File: config.mk
export PLATFORM = sky130hd
export DESIGN_NAME = ssd_hex_capture
export DESIGN_NICKNAME = d
export VERILOG_FILES = /design/src/rtl/ssd_hex_capture.sv
export SDC_FILE = /design/constraint.sdc
export NUM_CORES = 1
export LEC_CHECK = 0
export CAP_MARGIN = 20
export CORE_MARGIN = 1
export CORE_UTILIZATION = 29
export DETAILED_ROUTE_END_ITERATION = 7
export GPL_TIMING_DRIVEN = 1
export MAX_ROUTING_LAYER = met4
export SYNTH_ARGS = -nofsm -noshare
export SYNTH_HDL_FRONTEND = slang
export SYNTH_SLANG_ARGS = --single-unit
File: constraint.sdc
create_clock -name i_clk -period 9.4 [get_ports i_clk]
set_clock_uncertainty 0.15 [all_clocks]
set_input_delay 1.41 -clock i_clk [delete_from_list [all_inputs] [get_ports i_clk]]
set_output_delay 1.41 -clock i_clk [all_outputs]
set_load 0.02 [all_outputs]
File: src/rtl/ssd_hex_capture.sv
// rtl/ssd_hex_capture.sv - recovers hex digits from a multiplexed active-low seven-segment bus
// Optional feature: BLANK_DETECT_EN (all-segments-off pattern commits as a legal blank).
module ssd_hex_capture #(
    parameter int DIGITS        = 4,
    parameter int STABLE_CYCLES = 4
) (
    input  logic                  i_clk,
    input  logic                  i_rst,
    input  logic [0:6]            i_seg,
    input  logic [DIGITS-1:0]     i_dig,
    output logic [4*DIGITS-1:0]   o_hex,
    output logic [DIGITS-1:0]     o_valid,
    output logic [DIGITS-1:0]     o_err,
    output logic                  o_upd,
    output logic [2:0]            o_upd_idx
);

    localparam int CW = $clog2(STABLE_CYCLES + 1);
    localparam logic [CW-1:0] CNT_MAX = CW'(STABLE_CYCLES);

    typedef enum logic [1:0] {SETTLE, COMMIT, HOLD} state_t;

    state_t                r_state;
    state_t                w_next;
    logic [0:6]            r_s_seg;
    logic [0:6]            r_p_seg;
    logic [DIGITS-1:0]     r_s_dig;
    logic [DIGITS-1:0]     r_p_dig;
    logic [CW-1:0]         r_cnt;
    logic [4*DIGITS-1:0]   r_hex;
    logic [DIGITS-1:0]     r_valid;
    logic [DIGITS-1:0]     r_err;
    logic                  r_upd;
    logic [2:0]            r_upd_idx;
    logic                  w_changed;
    logic                  w_commit;
    logic [2:0]            w_idx;
    logic [4:0]            w_dec;

    // Returns {match, nibble}; match=0 for any pattern outside the table.
    function automatic logic [4:0] decode(input logic [0:6] s);
        case (s)
            7'b0000001: decode = {1'b1, 4'h0};
            7'b1001111: decode = {1'b1, 4'h1};
            7'b0010010: decode = {1'b1, 4'h2};
            7'b0000110: decode = {1'b1, 4'h3};
            7'b1001100: decode = {1'b1, 4'h4};
            7'b0100100: decode = {1'b1, 4'h5};
            7'b0100000: decode = {1'b1, 4'h6};
            7'b0001111: decode = {1'b1, 4'h7};
            7'b0000000: decode = {1'b1, 4'h8};
            7'b0001100: decode = {1'b1, 4'h9};
            7'b0001000: decode = {1'b1, 4'hA};
            7'b1100000: decode = {1'b1, 4'hB};
            7'b0110001: decode = {1'b1, 4'hC};
            7'b1000010: decode = {1'b1, 4'hD};
            7'b0110000: decode = {1'b1, 4'hE};
            7'b0111000: decode = {1'b1, 4'hF};
            default:    decode = 5'h00;
        endcase
    endfunction

    assign w_changed = (r_s_seg != r_p_seg) || (r_s_dig != r_p_dig);
    assign w_dec     = decode(r_s_seg);

    always_comb begin
        w_idx = 3'd0;
        for (int i = 0; i < DIGITS; i++) begin
            if (r_s_dig[i]) w_idx = 3'(i);
        end
    end

    // S==P is also required so a change landing on the saturating edge cannot commit the new pattern early.
    always_comb begin
        w_next   = r_state;
        w_commit = 1'b0;
        case (r_state)
            SETTLE: begin
                if (r_cnt == CNT_MAX && !w_changed && $onehot(r_s_dig)) begin
                    w_next   = COMMIT;
                    w_commit = 1'b1;
                end
            end
            COMMIT:  w_next = w_changed ? SETTLE : HOLD;
            HOLD:    if (w_changed) w_next = SETTLE;
            default: w_next = SETTLE;
        endcase
    end

    always_ff @(posedge i_clk) begin
        if (i_rst) begin
            r_state   <= SETTLE;
            r_s_seg   <= '0;
            r_p_seg   <= '0;
            r_s_dig   <= '0;
            r_p_dig   <= '0;
            r_cnt     <= '0;
            r_hex     <= '0;
            r_valid   <= '0;
            r_err     <= '0;
            r_upd     <= 1'b0;
            r_upd_idx <= 3'd0;
        end else begin
            r_state   <= w_next;
            r_s_seg   <= i_seg;
            r_p_seg   <= r_s_seg;
            r_s_dig   <= i_dig;
            r_p_dig   <= r_s_dig;
            if (w_changed)             r_cnt <= CW'(1);
            else if (r_cnt != CNT_MAX) r_cnt <= r_cnt + CW'(1);
            r_upd     <= w_commit;
            r_upd_idx <= w_commit ? w_idx : 3'd0;
            for (int i = 0; i < DIGITS; i++) begin
                if (w_commit && r_s_dig[i]) begin
                    if (w_dec[4]) begin
                        r_hex[4*i +: 4] <= w_dec[3:0];
                        r_valid[i]      <= 1'b1;
                        r_err[i]        <= 1'b0;
                    end else begin
`ifdef BLANK_DETECT_EN
                        if (r_s_seg == 7'b1111111) begin
                            r_hex[4*i +: 4] <= 4'h0;
                            r_valid[i]      <= 1'b0;
                            r_err[i]        <= 1'b0;
                        end else begin
                            r_valid[i]      <= 1'b0;
                            r_err[i]        <= 1'b1;
                        end
`else
                        r_valid[i]      <= 1'b0;
                        r_err[i]        <= 1'b1;
`endif
                    end
                end
            end
        end
    end

    assign o_hex     = r_hex;
    assign o_valid   = r_valid;
    assign o_err     = r_err;
    assign o_upd     = r_upd;
    assign o_upd_idx = r_upd_idx;

endmodule

Word-level counts from Yosys, hierarchy flattened
Cells that the tools add are included.
Operators by class
  bitwise logic cells: 1
  reduce and logical (&&, ||, !) cells: 19
  add/subtract/negate cells: 4
  eq/ne operators: 24
  mux-type cells: 14
Operators with widths (number)
  5-bit case mux with 16 select lines: 1
  7-bit by 6-bit == test with 1-bit output (second input constant): 5
  7-bit == test (second input constant): 4
  7-bit by 4-bit == test with 1-bit output (second input constant): 3
  2-bit two-way mux: 5
  2-bit AND reduction: 5
  7-bit by 1-bit == test with 1-bit output (second input constant): 1
  7-bit by 3-bit == test with 1-bit output (second input constant): 1
  7-bit by 5-bit == test with 1-bit output (second input constant): 1
  7-bit logical NOT: 1
  1-bit two-way mux: 7
  7-bit != test: 1
  1-bit logical AND: 6
  2-bit case mux with 3 select lines: 1
  1-bit by 1-bit adder with 2-bit output: 2
  2-bit != test (second input constant): 2
  4-bit != test: 1
  2-bit OR reduction: 2
  4-bit OR reduction: 1
  2-bit by 2-bit adder with 3-bit output: 1
  3-bit by 1-bit adder with 3-bit output (second input constant): 1
  3-bit by 1-bit == test with 1-bit output (second input constant): 1
  3-bit == test (second input constant): 1
  3-bit != test (second input constant): 1
  7 further kinds: 7
Storage, ports and cells
  input port bits: 13
  word-level logic and storage cells: 84
  output and inout port bits: 28
  register bits after elaboration: 55

Longest topological paths before layout
Gate-level depths: netlist of run 1.
  depth after elaboration: 9
  depth in mapped cells: 12
  depth with buffers taken out: 10

Least setup slack after synthesis of run 1
OpenSTA, ideal clock, no wires.
  path type: register to register
  from: register r_s_dig[3]
  to: register r_hex[4], in the netlist o_hex[4]
  slack: 6.307 ns
  buffers on the path: 1
  cell stages (with the launch flop): 12
  setup time: 0.072 ns
  arrival: 2.872 ns
  period minus slack after synthesis: 3.093 ns
  data required time: 9.178 ns
  cell sequence: dfxtp_1 -> clkbuf_1 -> inv_1 -> fa_1 -> inv_1 -> ha_1 -> ha_1 -> nor3b_1 -> nand3_1 -> or4_1 -> a21oi_4 -> mux2i_1
Between the ends
  cells in the longest elaborated chain, start to end: 9
  elaborated cells on any way between the ends: 12
  classes of those cells: add/sub: 2; eq/ne: 2; mux: 2; reduce/logical: 6
RTL lines
  from (decl): RTL line 27  | logic [DIGITS-1:0] r_s_dig;
  from (signal assigned): RTL line 107  | r_s_dig <= i_dig;
  parallel branches: the longest is 4 deep, another holds 2-bit by 2-bit adder with 3-bit output
  1-bit logical AND (*): RTL line 79  | if (r_cnt == CNT_MAX && !w_changed && $onehot(r_s_dig)) begin
  1-bit two-way mux (*): RTL line 79
  1-bit two-way mux (*): RTL line 77  | case (r_state)
  1-bit logical AND (*): RTL line 114  | if (w_commit && r_s_dig[i]) begin
  2-bit AND reduction (no source line) (*)
  to (signal, indexed assignment): RTL line 116  | r_hex[4*i +: 4] <= w_dec[3:0];
  to (decl): RTL line 30  | logic [4*DIGITS-1:0] r_hex;
Mark *: on every way between the ends.
A chain may end at the register's enable or synchronous reset.

Worst setup path after layout of run 1
  from: register r_s_dig[3]
  to: register r_valid[1], in the netlist o_valid[1]
Between the ends
  cells in the longest elaborated chain, start to end: 8
  elaborated cells on any way between the ends: 11
  classes of those cells: add/sub: 2; eq/ne: 2; mux: 2; reduce/logical: 5
RTL lines
  parallel branches: the longest is 4 deep, another holds 2-bit by 2-bit adder with 3-bit output
  1-bit logical AND (*): RTL line 79
  1-bit two-way mux (*): RTL line 79
  1-bit two-way mux (*): RTL line 77
  1-bit logical AND (*): RTL line 114
  to (signal assigned): RTL line 99  | r_valid <= '0;
  to (signal, indexed assignment): RTL line 117  | r_valid[i] <= 1'b1;
  to (signal, indexed assignment): RTL line 130  | r_valid[i] <= 1'b0;
  to (decl): RTL line 31  | logic [DIGITS-1:0] r_valid;
Marked as above.

==> qor.json, run 1 <==
{
  "groute.usage.overall": {"value": 12.8, "unit": "%"},
  "r2r_end": {"value": "o_valid[1]"},
  "vdd_drop_max": {"value": 0.0000712, "unit": "V"},
  "max-cap-violations": {"value": 0},
  "synth_top_family_by_area": {"value": "simple AND/OR/NAND/NOR gates"},
  "timing.hold.worst.start": {"value": "o_err[3]"},
  "hold_end": {"value": "o_err[3]"},
  "sequential_area_share_after_synthesis": {"value": 42.0, "unit": "%"},
  "synth.top_cell.area_share": {"value": 42.0, "unit": "%"},
  "final.period_utilization": {"value": 37.9, "unit": "%"},
  "mappedNetlistNets": {"value": 290},
  "report.final.slew_viol_count": {"value": 0},
  "worst_skew_pair.late_latency": {"value": 0.31, "unit": "ns"},
  "design.die.area": {"value": 9260, "unit": "um^2"},
  "clock_tree_from_tritoncts": {"value": "yes"},
  "power.density": {"value": 137, "unit": "nW/um^2"},
  "startpoint_type": {"value": "register"},
  "via_count": {"value": 1926},
  "vias_per_inst": {"value": 4.74},
  "synth_warnings": {"value": 0},
  "timing.final.setup_violations": {"value": 0},
  "crit_arrival": {"value": 3.57, "unit": "ns"},
  "cts_resized": {"value": 0},
  "synth_top_area_cell": {"value": "dfxtp_1"},
  "netlist_area": {"value": 2580, "unit": "um^2"},
  "timing.critical_path.required": {"value": 9.41, "unit": "ns"},
  "tightest_slew": {"value": 0.927, "unit": "ns"},
  "simple_gate_share_of_the_synthesized_area": {"value": 27.0, "unit": "%"},
  "htree_levels": {"value": 2},
  "synthTopCellsByCount": {"value": "dfxtp_1, nor2b_1, nand2b_1"},
  "setup-tns-final": {"value": 0, "unit": "ns"},
  "route.antenna.remaining_nets": {"value": 0},
  "finalCoreUtilization": {"value": 35.5, "unit": "%"},
  "drtIter0Drc": {"value": 60},
  "synth.ff_latch_count": {"value": 54},
  "crit_path_end_kind": {"value": "register"},
  "synthXorXnorAreaFrac": {"value": 4.76, "unit": "%"},
  "synth-compound-area-share": {"value": 14.5, "unit": "%"},
  "cts-root-buf": {"value": "clkbuf_8"},
  "syn_avg_cell_area": {"value": 9.47, "unit": "um^2"},
  "worst-setup-path-type": {"value": "reg -> reg"},
  "synth_cell_types": {"value": 49},
  "grt_max_degree": {"value": 58},
  "timing.max_slew.rel_slack": {"value": 38.2, "unit": "%"},
  "worst_setup_hold_path_clk_slew": {"value": 0.11, "unit": "ns"},
  "grt_pass1_wl": {"value": 8990, "unit": "um"},
  "place_congestion": {"value": 0.782},
  "fmaxAchievable": {"value": 280, "unit": "MHz"},
  "cts.hold.buffers_added": {"value": 0},
  "die-height": {"value": 96.3, "unit": "um"},
  "synth_enable_flop_cells": {"value": 0},
  "rsz_0062_raised_after_global_routing": {"value": "false"},
  "grt_pass1_vias": {"value": 1868},
  "detailedPlacementHpwl": {"value": 3730, "unit": "um"},
  "port_buffers": {"value": 39},
  "synth.area.mux_share": {"value": 3.11, "unit": "%"},
  "finalWirelength": {"value": 5340, "unit": "um"},
  "hold_path.class": {"value": "reg -> reg"},
  "reg2reg_slack": {"value": 5.83, "unit": "ns"},
  "netlist_top_cells_area": {"value": "dfxtp_1, nor2b_1, xnor2_1"},
  "nNetsFinal": {"value": 315},
  "initial_core_util": {"value": 29.7, "unit": "%"},
  "core.rowCount": {"value": 34},
  "grt_remaining_overflow": {"value": 0},
  "status": {"value": "finished clean"},
  "antenna_found_initial": {"value": 0},
  "ys_dominant_reg_cell": {"value": "dfxtp_1"},
  "antenna_cells_inserted": {"value": 0},
  "finalCriticalPeriod": {"value": 3.57, "unit": "ns"},
  "hold_viol_final": {"value": 0},
  "core-area": {"value": 8680, "unit": "um^2"},
  "synth-adder-area-share": {"value": 2.72, "unit": "%"},
  "signed_area_change_from_the_synthesized_netlist_to_the_final_layout": {"value": 19.6, "unit": "%"},
  "fp.dieW": {"value": 96.3, "unit": "um"},
  "ff2ff_path_depth": {"value": 10},
  "post_cts_buffers": {"value": 0},
  "avgRoutedWirePerCell": {"value": 13.2, "unit": "um"},
  "power.leakage": {"value": 0.000986, "unit": "uW"},
  "clock_path_buffers": {"value": 2},
  "drcViolationCount": {"value": 0},
  "io-pin-count": {"value": 41},
  "async_reset_ff_share": {"value": 0, "unit": "%"},
  "yosys.cell_count.top_type": {"value": "dfxtp_1"},
  "crit_path_max_fanout": {"value": 16},
  "crit-reg2reg-launch": {"value": "r_s_dig[3]"},
  "first_pass_iters": {"value": 4},
  "cts_made_buffers": {"value": 5},
  "cts_num_sinks": {"value": 54},
  "number_of_stages_on_the_worst_hold_path": {"value": 2},
  "syn-instance-count": {"value": 272},
  "layout-drive-gt1-share": {"value": 6.38, "unit": "%"}
}
## worst max-delay path by stage
stage | startpoint | end | slack [ns] | cells after the start
finish | r_s_dig[3] | o_valid[1] | 5.83 | 10
floorplan | r_s_dig[3] | o_hex[4] | 6.31 | 11
CTS | r_s_dig[3] | o_valid[1] | 5.86 | 10
detailed placement | r_s_dig[1] | o_valid[1] | 5.88 | 10
global placement | r_s_dig[0] | o_valid[1] | 6.07 | 10
global route | r_s_dig[3] | o_valid[3] | 5.54 | 10
## stage by stage
stage	cell area, um^2	hold WS (ns)	instances	setup WS [ns]	power, uW
global route	3080	0.350	406	5.54	443
CTS	3080	0.311	406	5.86	428
finish	3080	0.311	406	5.83	421
global placement	2990	0.312	398	6.07	289
floorplan	2580	0.324	272	6.31	280
detailed placement	2990	0.296	398	5.88	290
## where the power goes
part | internal (uW) | switching, uW | leakage (uW)
Combinational | 19.3 | 21.7 | 0.000497
Clock | 55.0 | 81.3 | 0.0000491
Sequential | 233 | 10.4 | 0.000440
Total | 308 | 113 | 0.000986
## critical path, stage by stage, from the launching register on
cell and delay, ns:
dfxtp_1 0.52, inv_1 0.12, fa_1 0.50, inv_1 0.04
ha_1 0.17, ha_1 0.26, nor3b_1 0.45, nand2_1 0.17
nor4_4 0.60, nand4_1 0.23, nor3b_1 0.19
## per-layer routing
layer  vias to the layer above  track usage [%]  part of all wire, %  wire length (um)
li1                        987                -                    -                 -
met1                       910             17.4                   50              2660
met2                        27             19.4                   47              2530
met3                         2             2.61                  2.3               124
met4                         0             2.74                 0.36                19
met5                         -                -                    0                 0
## cells in the final DEF, fill, tap and decap left out, types with 3 or more instances in the layout
cell              n
nand2b_1         18
nor3b_1           8
o32ai_1           3
inv_1            11
or4_1             4
xnor2_1          13
ha_1              4
clkdlybuf4s50_1  38
nor3_1            6
nand3_1           9
a21oi_1          12
nand4_1           7
nor2b_1          23
dfxtp_1          54
o21ai_0           6
nor2_1           11
a21oi_4           4
o22ai_1           4
mux2i_1           8
nand2_1          13
a22oi_1           3
clkbuf_8          5
## flip-flops by register name (all words and copies together), names as in the netlist
register and flops:
o_valid 4, r_p_dig 4, o_upd 1, r_p_seg 7, o_err 4, r_s_dig 4, o_upd_idx 2, r_cnt 3
o_hex 16, r_s_seg 7, r_state 2
## logic make-up after synthesis
logic type / after synthesis
buffers and inverters: 32
and+or+nand+nor: 113
muxes: 8
adders and majority gates: 5
AOI/OAI and AO/OA: 45
DFF: 54
other: 1
xor gates and xnor gates: 14
## final cells by class
cell class                      instances  area [um^2]
Fill cell                             924         5600
Multi-Input combinational cell        186         1340
Sequential cell                        54         1080
Timing Repair Buffer                   39          385
Tap cell                              108          135
Clock buffer                            5         68.8
Inverter                               11         41.3
Clock inverter                          3         26.3
No activity file was read; power rests on OpenSTA's default activity.
==> run 2: changes to the inputs <==
clock period = 3.6 ns   (was 9.4 ns; I/O delays follow)
==> run 2 against run 1 <==
Power grew to 2.6 times the previous value. Register-to-register slack worse by 5.4 ns. Highest routed layer unchanged. First-iteration DRC count up 32%. Sequential share of layout area down 0.51 points. Global-route usage is 0.97 points higher. Setup slack worse by 5.4 ns. Clock power grew to 2.6 times the previous value. Non-clock buffer count increased by 6. Maximum frequency up 14%. Flip-flop and latch count is the same. Routed wire length is 5.8% higher.
==> qor.json, run 2 (same netlist as run 1, synthesis figures left out) <==
{
  "crit_path_end_kind": {"value": "register"},
  "route.antenna.remaining_nets": {"value": 0, "change": "unchanged"},
  "grt_pass1_vias": {"value": 1888, "change": "+1.1%"},
  "core.rowCount": {"value": 34, "change": "unchanged"},
  "core-area": {"value": 8680, "unit": "um^2", "change": "unchanged"},
  "io-pin-count": {"value": 41, "change": "unchanged"},
  "clock_tree_from_tritoncts": {"value": "yes"},
  "layout_commonest_cell": {"value": "dfxtp_1"},
  "worst-setup-path-type": {"value": "reg -> reg"},
  "antenna_cells_inserted": {"value": 0, "change": "unchanged"},
  "htree_levels": {"value": 2, "change": "unchanged"},
  "cts_resized": {"value": 0, "change": "unchanged"},
  "first_pass_iters": {"value": 6, "change": "+2"},
  "finalWirelength": {"value": 5650, "unit": "um", "change": "+5.8%"},
  "timing.final.setup_violations": {"value": 0, "change": "unchanged"},
  "rsz_0062_raised_after_global_routing": {"value": "false"},
  "antenna_found_initial": {"value": 0, "change": "unchanged"},
  "fmaxAchievable": {"value": 319, "unit": "MHz", "change": "+14%"},
  "hold_path.class": {"value": "reg -> reg"},
  "grt_pass1_wl": {"value": 9400, "unit": "um", "change": "+4.5%"},
  "cts_num_sinks": {"value": 54, "change": "unchanged"},
  "power.density": {"value": 355, "unit": "nW/um^2", "change": "+160%"},
  "cts-root-buf": {"value": "clkbuf_8"},
  "crit_path_max_fanout": {"value": 6, "change": "-10"},
  "worst_skew_pair.late_latency": {"value": 0.32, "unit": "ns", "change": "about the same"},
  "crit_arrival": {"value": 3.24, "unit": "ns", "change": "-0.33 ns"},
  "design.die.area": {"value": 9260, "unit": "um^2", "change": "unchanged"},
  "vias_per_inst": {"value": 4.82, "change": "+1.7%"},
  "highest_count_cells_in_the_layout_ignoring_fill_and_taps": {"value": "dfxtp_1, clkdlybuf4s50_1, nor2b_1"},
  "largest_reg_flops": {"value": 16, "change": "unchanged"},
  "grt_remaining_overflow": {"value": 0, "change": "unchanged"},
  "post_cts_buffers": {"value": 0, "change": "unchanged"},
  "startpoint_type": {"value": "register"},
  "drcViolationCount": {"value": 0, "change": "unchanged"},
  "signed_area_change_from_the_synthesized_netlist_to_the_final_layout": {"value": 21.4, "unit": "%"},
  "tightest_slew": {"value": 0.680, "unit": "ns", "change": "-0.247 ns"},
  "layout-drive-gt1-share": {"value": 8.22, "unit": "%", "change": "+1.8 points"},
  "groute.usage.overall": {"value": 13.7, "unit": "%", "change": "+0.97 points"},
  "placement.setup.worst_slack": {"value": 0.493, "unit": "ns", "change": "-5.38 ns"},
  "initial_core_util": {"value": 29.7, "unit": "%", "change": "unchanged"},
  "timing.critical_path.required": {"value": 3.71, "unit": "ns", "change": "-5.70 ns"},
  "finalCriticalPeriod": {"value": 3.13, "unit": "ns", "change": "-0.431 ns"},
  "hold_viol_final": {"value": 0, "change": "unchanged"},
  "avgRoutedWirePerCell": {"value": 13.7, "unit": "um", "change": "+4.3%"},
  "cts_made_buffers": {"value": 5, "change": "unchanged"},
  "nNetsFinal": {"value": 321, "change": "+1.9%"},
  "power.leakage": {"value": 0.00102, "unit": "uW", "change": "+3.1%"},
  "whs": {"value": 0.322, "unit": "ns", "change": "+0.0111 ns"},
  "worst_setup_hold_path_clk_slew": {"value": 0.11, "unit": "ns", "change": "about the same"},
  "post-route-worst-setup-slack": {"value": 0.465, "unit": "ns", "change": "-5.37 ns"},
  "drtIter0Drc": {"value": 79, "change": "+32%"},
  "fp.dieW": {"value": 96.3, "unit": "um", "change": "unchanged"},
  "detailedPlacementHpwl": {"value": 3960, "unit": "um", "change": "+6.3%"},
  "final.period_utilization": {"value": 87.1, "unit": "%", "change": "+49 points"},
  "report.final.slew_viol_count": {"value": 0, "change": "unchanged"},
  "die-height": {"value": 96.3, "unit": "um", "change": "unchanged"},
  "setup-tns-final": {"value": 0, "unit": "ns", "change": "unchanged"},
  "clock_path_buffers": {"value": 2, "change": "unchanged"},
  "finalPower": {"value": 1110, "unit": "uW", "change": "+160%"},
  "vdd_drop_max": {"value": 0.000188, "unit": "V", "change": "+160%"},
  "nFillCells": {"value": 926, "change": "+0.22%"},
  "max-cap-violations": {"value": 0, "change": "unchanged"},
  "place_congestion": {"value": 0.832, "change": "+6.4%"},
  "timing.max_slew.rel_slack": {"value": 54.5, "unit": "%", "change": "+16 points"},
  "port_buffers": {"value": 39, "change": "unchanged"},
  "cts.hold.buffers_added": {"value": 0, "change": "unchanged"},
  "via_count": {"value": 1987, "change": "+3.2%"},
  "status": {"value": "finished clean"},
  "grt_max_degree": {"value": 32, "change": "-45%"}
}
## run 2: cell types whose count changed in the layout (fill, tap and decap cells not counted), sizes merged
cell,previous run,this run
buf,1,7
## run 2: routing by layer
| layer | part of all wire, % | up-vias | global-route usage, % | routed length, um |
|---|---|---|---|---|
| li1 | - | 1005 | - | - |
| met1 | 49 | 927 | 18.1 | 2790 |
| met2 | 46 | 43 | 21.0 | 2580 |
| met3 | 3.3 | 12 | 2.45 | 188 |
| met4 | 1.6 | 0 | 4.73 | 92 |
| met5 | 0 | - | - | 0 |
## run 2: worst max-delay path: stages (launching register included)
cell and delay, ns:
dfxtp_1 0.46, inv_1 0.11, fa_1 0.53, inv_1 0.04, ha_1 0.17, ha_1 0.26, nor3b_1 0.19, buf_4 0.16
nand3_1 0.06, or4_1 0.53, a21oi_4 0.22, mux2i_1 0.19
## run 2: final timing paths
path | endpoint | start | depth (start not counted) | slack (ns)
worst max register to register | o_hex[4] | r_s_dig[0] | 11 | 0.47
worst max-delay path | o_hex[4] | r_s_dig[0] | 11 | 0.47
worst min register to register | o_err[1] | o_err[1] | 2 | 0.32
worst min-delay path | o_err[1] | o_err[1] | 2 | 0.32
## run 2: layout make-up
cell class / count / area, um^2 / share of cell area, %
clock buffers: 5 / 68.8 / 2.20
inverters: 11 / 41.3 / 1.32
clock inverters: 3 / 26.3 / 0.840
multi-input cells: 186 / 1340 / 43.0
flip-flops and latches: 54 / 1080 / 34.6
well taps: 108 / 135 / 4.32
repair buffers: 45 / 430 / 13.8
## run 2: per-stage QoR
stage          util (%)  cell area [um^2]  std cells
3_5_place_dp       34.9              3030        404
5_1_grt            36.0              3130        412
3_3_place_gp       34.9              3030        404
6_report           36.0              3130        412
2_1_floorplan         -              2580        272
4_1_cts            36.0              3130        412
## run 2: report_power, final
part | leakage [uW] | total, uW | internal (uW) | switching (uW)
clock network | 0.0000491 | 360 | 144 | 216
registers | 0.000440 | 634 | 609 | 24.4
logic | 0.000528 | 118 | 54.9 | 62.7
